===== src/rtl/adc_decimator_pkg.sv =====
// adc_decimator_pkg: shared widths, FIFO depth bounds and the conf_decim clamp
package adc_decimator_pkg;
  localparam int ADC_W = 8;
  localparam int MAX_LOG2_DEF = 4;
  localparam int FIFO_DEPTH_MIN = 2;
  localparam int FIFO_DEPTH_MAX = 16;
  function automatic logic [2:0] clamp_k(input logic [2:0] conf, input int max_log2);
    return (int'(conf) > max_log2) ? 3'(max_log2) : conf;
  endfunction
endpackage


===== src/rtl/adc_decimator_sample_fifo.sv =====
// sample_fifo: synchronous first-word-fall-through FIFO; head reads 0 when empty
module sample_fifo #(
  parameter int DEPTH = 4,
  parameter int W = 8
) (
  input  logic                     clk,
  input  logic                     rst,
  input  logic                     push_i,
  input  logic                     pop_i,
  input  logic [W-1:0]             data_i,
  output logic [W-1:0]             data_o,
  output logic                     full_o,
  output logic                     empty_o,
  output logic [$clog2(DEPTH):0]   count_o
);
  localparam int PW = $clog2(DEPTH);
  logic [W-1:0] mem_q [DEPTH];
  logic [PW-1:0] rd_q, wr_q;
  logic [PW:0] cnt_q;
  logic do_push, do_pop;
  always_comb begin
    full_o = cnt_q == (PW+1)'(DEPTH);
    empty_o = cnt_q == '0;
    do_pop = pop_i && !empty_o;
    do_push = push_i && (!full_o || do_pop);
    data_o = empty_o ? '0 : mem_q[rd_q];
    count_o = cnt_q;
  end
  always_ff @(posedge clk)
    if (do_push) mem_q[wr_q] <= data_i;
  always_ff @(posedge clk)
    if (rst) begin
      rd_q <= '0;
      wr_q <= '0;
      cnt_q <= '0;
    end else begin
      rd_q <= rd_q + PW'(do_pop);
      wr_q <= wr_q + PW'(do_push);
      cnt_q <= cnt_q + (PW+1)'(do_push) - (PW+1)'(do_pop);
    end
endmodule


===== src/rtl/adc_decimator.sv =====
// adc_decimator: power-of-two window averaging of ADC samples into a FIFO,
// with a hysteresis comparator on every window mean and a sticky drop flag.
module adc_decimator
  import adc_decimator_pkg::*;
#(
  parameter int FIFO_DEPTH = 4,
  parameter int MAX_LOG2 = MAX_LOG2_DEF
) (
  input  logic             pck0,
  input  logic             rst,
  input  logic [ADC_W-1:0] adc_d,
  input  logic             adc_en,
  input  logic [2:0]       conf_decim,
  input  logic [ADC_W-1:0] thresh_hi,
  input  logic [ADC_W-1:0] thresh_lo,
  output logic [ADC_W-1:0] out_data,
  output logic             out_valid,
  input  logic             out_ready,
  output logic             edge_bit,
  output logic             overflow
);
  localparam int AW = ADC_W + MAX_LOG2;
  localparam int CW = MAX_LOG2 + 1;
  logic [AW-1:0] acc_q, acc_d, sum;
  logic [CW-1:0] cnt_q, cnt_d;
  logic [2:0] k_q, k_d, kk;
  logic open_q, open_d, push_q, push_d, edge_q, edge_d, ovf_q, ovf_d, last;
  logic [ADC_W-1:0] mean_q, mean_d;
  logic full, empty;
  logic [$clog2(FIFO_DEPTH):0] count;
  always_comb begin
    kk = open_q ? k_q : clamp_k(conf_decim, MAX_LOG2);
    sum = acc_q + AW'(adc_d);
    last = cnt_q == CW'((32'd1 << kk) - 32'd1);
    push_d = adc_en && last;
    mean_d = push_d ? ADC_W'(sum >> kk) : mean_q;
    acc_d = adc_en ? (last ? '0 : sum) : acc_q;
    cnt_d = adc_en ? (last ? '0 : cnt_q + 1'b1) : cnt_q;
    open_d = adc_en ? !last : open_q;
    k_d = adc_en ? kk : k_q;
    // set wins over clear when the thresholds overlap
    edge_d = !push_q ? edge_q : (mean_q >= thresh_hi) ? 1'b1 : (mean_q <= thresh_lo) ? 1'b0 : edge_q;
    ovf_d = ovf_q | (push_q & full & ~out_ready);
  end
  always_ff @(posedge pck0)
    if (rst) begin
      acc_q <= '0;
      cnt_q <= '0;
      k_q <= '0;
      open_q <= 1'b0;
      push_q <= 1'b0;
      mean_q <= '0;
      edge_q <= 1'b0;
      ovf_q <= 1'b0;
    end else begin
      acc_q <= acc_d;
      cnt_q <= cnt_d;
      k_q <= k_d;
      open_q <= open_d;
      push_q <= push_d;
      mean_q <= mean_d;
      edge_q <= edge_d;
      ovf_q <= ovf_d;
    end
  sample_fifo #(.DEPTH(FIFO_DEPTH), .W(ADC_W)) u_fifo (
    .clk(pck0),
    .rst(rst),
    .push_i(push_q),
    .pop_i(out_ready),
    .data_i(mean_q),
    .data_o(out_data),
    .full_o(full),
    .empty_o(empty),
    .count_o(count)
  );
  assign out_valid = !empty;
  assign edge_bit = edge_q;
  assign overflow = ovf_q;
endmodule

===== config.mk =====
export PLATFORM = sky130hd
export DESIGN_NAME = adc_decimator
export DESIGN_NICKNAME = d
export VERILOG_FILES = /design/src/rtl/adc_decimator_pkg.sv /design/src/rtl/adc_decimator_sample_fifo.sv /design/src/rtl/adc_decimator.sv
export SDC_FILE = /design/constraint.sdc
export NUM_CORES = 1
export LEC_CHECK = 0
export ABC_AREA = 1
export BUFFER_PORTS_ARGS = -buffer_cell sky130_fd_sc_hd__buf_2
export CAP_MARGIN = 20
export CORE_UTILIZATION = 41
export CTS_CLUSTER_DIAMETER = 60
export CTS_CLUSTER_SIZE = 25
export DETAILED_ROUTE_END_ITERATION = 7
export SLEW_MARGIN = 10
export SYNTH_ARGS = -nofsm -noshare
export SYNTH_HDL_FRONTEND = slang
export SYNTH_SLANG_ARGS = --single-unit
export TNS_END_PERCENT = 30

===== constraint.sdc =====
create_clock -name pck0 -period 4.68 [get_ports pck0]
set_input_delay 0.702 -clock pck0 [delete_from_list [all_inputs] [get_ports pck0]]
set_output_delay 0.702 -clock pck0 [all_outputs]
set_load 0.02 [all_outputs]

# == Word-level counts from Yosys, hierarchy flattened ==
# Memory sizes are Yosys's and may differ from the RTL's. A register that Yosys moved wholly into a read port is not among the register bits.
# Cells that the tools add are included.
# totals
memories,1
reg_bits,39
input_bits,31
out_inout_bits,11
ram_bits,32
# memory_table
memory,words,width,rd,rd_ports_with_merged_regs,write_ports,line_no,text
u_fifo.mem_q,4,8,1,1,1,adc_decimator_sample_fifo.sv:17,logic [W-1:0] mem_q [DEPTH];
# classes
add_sub_neg,7
shift,2
n_eq_ne,2
n_mux,10
magnitude_cmp,3
reduce_logical,10
n_bitwise,4
# op_table
op,n
$add 12x8->12,1
$mux 12,1
$shr 12x3->8,1
$ge 8x8->1,1
$le 8x8->1,1
$mux 8,1
$mux 3,2
$add 5x1->5 const B,1
$eq 5x5->1,1
$mux 5,1
$shl 1x3->5 const A,1
$sub 5x1->5 const B,1
$add 2x1->2,2
$mux 1,4
$add 3x1->3,1
$eq 3x3->1 const B,1
$gt 3x3->1 const B,1
$logic_and 1x1->1,3
$logic_not 1->1,3
$logic_not 3->1,1
$sub 3x1->3,1
$and 1x1->1,2
$mux 2,1
$reduce_and 2->1,1
4 further kinds,4

# == Logic depth before layout (Yosys ltp) ==
# logic_depth
depth_word,7
mapped_depth,20

# == Hierarchy ==
# A second synthesis with hierarchy kept.
# hier_totals
hier_cells,643
hier_area_um2,4629.4
# by_module_without_submodules
module,n_inst,area_per_inst_um2,seq_area_each_um2,cells_each
adc_decimator,1,2866.5,640.6,462
sample_fifo,1,1762.9,1101.1,181

# == Least setup slack after synthesis ==
# No wires, ideal clock.
# synth_timing
path_kind,in2reg
start,in conf_decim[2]
end,reg mean_q[6]
cell_stages,16
arrival_ps,2541
t_required_ps,4563
path_slack_ps,2021
path_cell_list,nor2_4 -> nand2_2 -> nand2_2 -> inv_2 -> clkbuf_1 -> nor2_1 -> nand2_1 -> ha_1 -> xnor2_1 -> nor2_1 -> o21ai_1 -> nor2_4 -> nand3_4 -> buf_6 -> nor2_1 -> a21oi_1
# synth_between
elab_chain_len,7
word_cells_on_any_way,8
# synth_rtl
item,line_no,text
start: declaration,adc_decimator.sv:13,"input logic [2:0] conf_decim,"
$gt 3x3->1,adc_decimator_pkg.sv:8,return (int'(conf) > max_log2) ? 3'(max_log2) : conf;
$mux 3 (*),adc_decimator_pkg.sv:8,
$mux 3 (*),adc_decimator.sv:32,"kk = open_q ? k_q : clamp_k(conf_decim, MAX_LOG2);"
$shl 1x3->5,adc_decimator.sv:34,last = cnt_q == CW'((32'd1 << kk) - 32'd1);
$sub 5x1->5,adc_decimator.sv:34,
$eq 5x5->1,adc_decimator.sv:34,
$logic_and 1x1->1,adc_decimator.sv:35,push_d = adc_en && last;
end signal: assignment,adc_decimator.sv:61,mean_q <= mean_d;
end: declaration,adc_decimator.sv:28,"logic [ADC_W-1:0] mean_q, mean_d;"
# Every way passes the cells marked *; elsewhere a longest branch is shown, timed or not.
# A chain may end at the register's enable or synchronous reset.

# == Worst setup path in the final report ==
# layout_timing
start,reg open_q
end,reg open_q
# layout_between
elab_chain_len,5
# layout_rtl
item,line_no,text
start: declaration,adc_decimator.sv:27,"logic open_q, open_d, push_q, push_d, edge_q, edge_d, ovf_q, ovf_d, last;"
start signal: assignment,adc_decimator.sv:59,open_q <= open_d;
$mux 3,adc_decimator.sv:32,
$shl 1x3->5,adc_decimator.sv:34,
$sub 5x1->5,adc_decimator.sv:34,
$eq 5x5->1,adc_decimator.sv:34,
$logic_not 1->1,adc_decimator.sv:39,open_d = adc_en ? !last : open_q;
# No other way between the ends.

==> impl_results.md <==
- Status: complete, no violations
- Mapped Cells: between 500 and 600
- Most used DFF post-synth: dfxtp_1
- WS Path Type: reg -> reg
- Highest Signal Layer: met4
- Hold buffer count at cts: 0
- CTS tree: yes
- Synthesis-stage register bit count: between 70 and 80
- Core area: around 0.010 mm2
- Gr usage total: 19.0%
- Min-delay src: overflow
- IO Port Bufs: between 40 and 50
- Routed wl met3: approximately 320 um
- Net Sw Frac: between 30% and 40%
- Via count: between 3000 and 4000
- Global-route wire length before repair: 17.0 mm
- Share of the synthesized area in the top cell type: ~22%
- Max Cap Viol: 0
- Post-Synthesis Cell Area: 0.00442 mm2
- GP Congestion: between 0.8 and 0.9
- Die area: between 0.01 and 0.015 mm2
- Clock latency on the worst-skew pair: 340 ps
- DRC viols: 0
- Iter 0 DRT Violations: between 150 and 200
- Final ANT Viol Nets: 0
- Fillers: 1059
- Nets: 697
- Vias in the first global route: about 3800
- RSZ-0062 raised after global routing: false
- Synth async-reset ratio: 0%
- N_diodes: 0
- Tot Pwr: 1.72 mW
- # Post-CTS Setup Buffers: 0
- Clk buf depth: 2
- Final Hold Viols: 0
- Detail Placement HPWL: 7.20 mm
- Comb power frac: just over 30%
- Cell area after layout: 0.00491 mm2
- CTS Root Buffer Type: clkbuf_8
- Final worst-path cycle share: approximately 61%
- Num rows: 37
- Power Internal: 1.06 mW
- Reg2Reg Setup Slack: ~1800 ps
- Skew final: between 7 and 8 ps
- Cell accounting for the most synthesized area: edfxtp_1
- Area grow syn2layout: 11.0%
- Worst R2R Path Depth: 15
- Net Sw Power: 0.658 mW
- Cell Pwr Density: 350 mW/mm2
- Setup Viol. Count Final: 0
- Die W: ~110 um
- Synth Net Count: between 600 and 700
- Dpl cell area: ~0.0047 mm2
- Grt total ovfl: 0
- Io pins: 42
- Routed WL: 9.76 mm
- Type of origin of the critical path: flop
- Peak supply drop: between 0.0002 and 0.00025 V
- Slew headroom: between 50% and 60%
- Hold EP: overflow
- Period minus WS final: between 2000 and 3000 ps
- Reg power frac: 42.0%
- Leak: between 2 and 2.5 nW
- FF-to-FF End: open_q
- Req. time, crit path: between 4000 and 5000 ps
- Post-CTS resize count: 0
- H-tree depth: 3
- Crit Reg-Reg Startpoint: open_q
- Total Negative Setup Slacks: 0 ps
- Via-to-Cell Ratio: just under 5
- Starting Density: a little over two fifths
- Met2 Wirelength: between 4 and 5 mm
- Layout cells sized above 1: 12.7%
- Worst EP arrival: about 3100 ps
- Crit path max fanout: 16
- Number of antenna violations at the first check in global routing: 0
- Die H: 106 um
- Netlist cell types: 34
- WL/cell: ~13 um
- Register area share after synthesis: 39.4%
- Final-report max-slew violation count: 0
- EDFF count, synth: 32
- Met1 wire length: between 4 and 5 mm
- Clock sink count: 71
- Clk pwr share: a little over a quarter
- Fmax: approximately 350 MHz
- Drt pass-1 iters: 5
- Avg Inst Size Synth: between 7 and 8 um2
- Hold path cells: 2
- Synth warn: 0
- CP Capture Type: flop
- Largest net degree at the start of global routing: 30
- Cts bufs inserted: 9
- Worst Max-Slew Pin Slew: about 650 ps
- Leading post-synthesis cells by cell area: edfxtp_1 22%, dfxtp_1 18%, nand2_1 12%, ha_1 8.5%, nand3_1 7.7%
- Worst-path clk slew: 90 ps
- Hold Path Class: reg -> reg
==> state kept, by name, summed over array words and instances, names as in the netlist, 2 cells and up <==
name,cells
u_fifo.count_o,3
mean_q,8
k_q,3
u_fifo.wr_q,2
u_fifo.rd_q,2
acc_q,12
u_fifo.mem_q,32
cnt_q,5
==> how the worst max path moves through the flow <==
stage	startpoint	endpoint	slack, ps	depth (start not counted)
floorplan	conf_decim[2]	mean_q[6]	2020	16
global placement	conf_decim[2]	open_q	1570	17
detailed placement	conf_decim[2]	open_q	1490	17
CTS	open_q	open_q	1820	15
global route	open_q	open_q	1480	15
finish	open_q	open_q	1840	15
==> metrics by stage <==
stage	utilization, %	hold slack [ps]	instances	setup WS (ps)
final	47.3	469	775	1840
after global routing	47.3	485	775	1480
after CTS	47.3	468	775	1820
after detailed placement	45.5	455	759	1490
after global placement	45.5	435	759	1570
after floorplan	-	449	596	2020
==> kinds of logic after synthesis <==
| family | share of synthesized area (%) |
|---|---|
| AND/OR/NAND/NOR | 31.3 |
| adder cells (fa/ha/maj) | 9.40 |
| flip-flops | 39.4 |
| AO/OA/AOI/OAI | 9.06 |
| buffers and inverters | 9.63 |
| XOR/XNOR | 1.19 |
==> power groups by stage <==
stage                     combinational, mW  sequential (mW)  clock [mW]
after global placement                0.532            0.736           0
final                                 0.536            0.722       0.461
after floorplan                       0.432            0.702           0
after CTS                             0.542            0.723       0.477
after global routing                  0.618            0.730       0.500
after detailed placement              0.540            0.737           0
==> Yosys cell counts, types with 2 or more instances <==
cell      instances
nor2_4            3
inv_1            84
xnor2_1           3
a21oi_1          45
xor2_1            3
nand2_1         137
clkbuf_1         10
nand4_1          12
o211ai_1          3
nand3b_1          2
nor2_1           67
buf_6             4
fa_1              2
buf_1             2
o21ai_0          23
nand2_4           2
or2_2             3
nor3_1            4
nand3_1          68
ha_1             30
dfxtp_1          39
edfxtp_1         32
nand2_2           7
==> cells in the final DEF, fill, tap and decap left out <==
master and n:
nor2_4 3, buf_2 41, nand2_2 7, inv_6 3, ha_1 30, buf_4 4
nor2_1 67, nand4_1 12, clkinv_4 1, clkinvlp_4 2, inv_1 84, o2111ai_1 1
nor3_1 4, nand3b_1 2, edfxtp_1 32, nor2_8 1, nand2_1 137, inv_2 1
a21oi_1 45, nand2_4 2, o21ai_0 23, o21ai_1 1, a22oi_1 1, xor2_1 3
fa_1 2, inv_8 1, nand3_2 1, o211ai_1 3, clkinv_1 1, nand3_4 1
clkbuf_8 9, dfxtp_1 39, xnor2_1 3, or2_2 3, o21ai_4 1, nand3_1 68
==> per-layer routing <==
| layer | GRT usage (%) | vias to the layer above |
|---|---|---|
| met1 | 21.4 | 1764 |
| met2 | 35.2 | 51 |
| met4 | 6.35 | 0 |
| met5 | 0 | - |
| li1 | - | 2018 |
| met3 | 4.02 | 10 |
==> cell type report <==
| type | count | area, um2 | area share, % |
|---|---|---|---|
| Inverter | 86 | 323 | 6.58 |
| Multi-Input combinational cell | 421 | 2250 | 45.9 |
| Clock buffer | 9 | 124 | 2.52 |
| Sequential cell | 71 | 1740 | 35.5 |
| Clock inverter | 7 | 61.3 | 1.25 |
| Tap cell | 136 | 170 | 3.47 |
| Timing Repair Buffer | 45 | 235 | 4.79 |
==> critical path: stages, from the launching register on <==
cell     delay (ps)
dfxtp_1         540
nand2_1         110
nand2_2         270
inv_2           200
nor2_1          190
nand2_1          70
ha_1            300
xnor2_1         130
nor2_1          100
o21ai_1         110
nor2_4          190
nand3_4         190
nand2_1         110
inv_1            80
o21ai_0          80
inv_1            50
(Power assumes the default switching activity.)
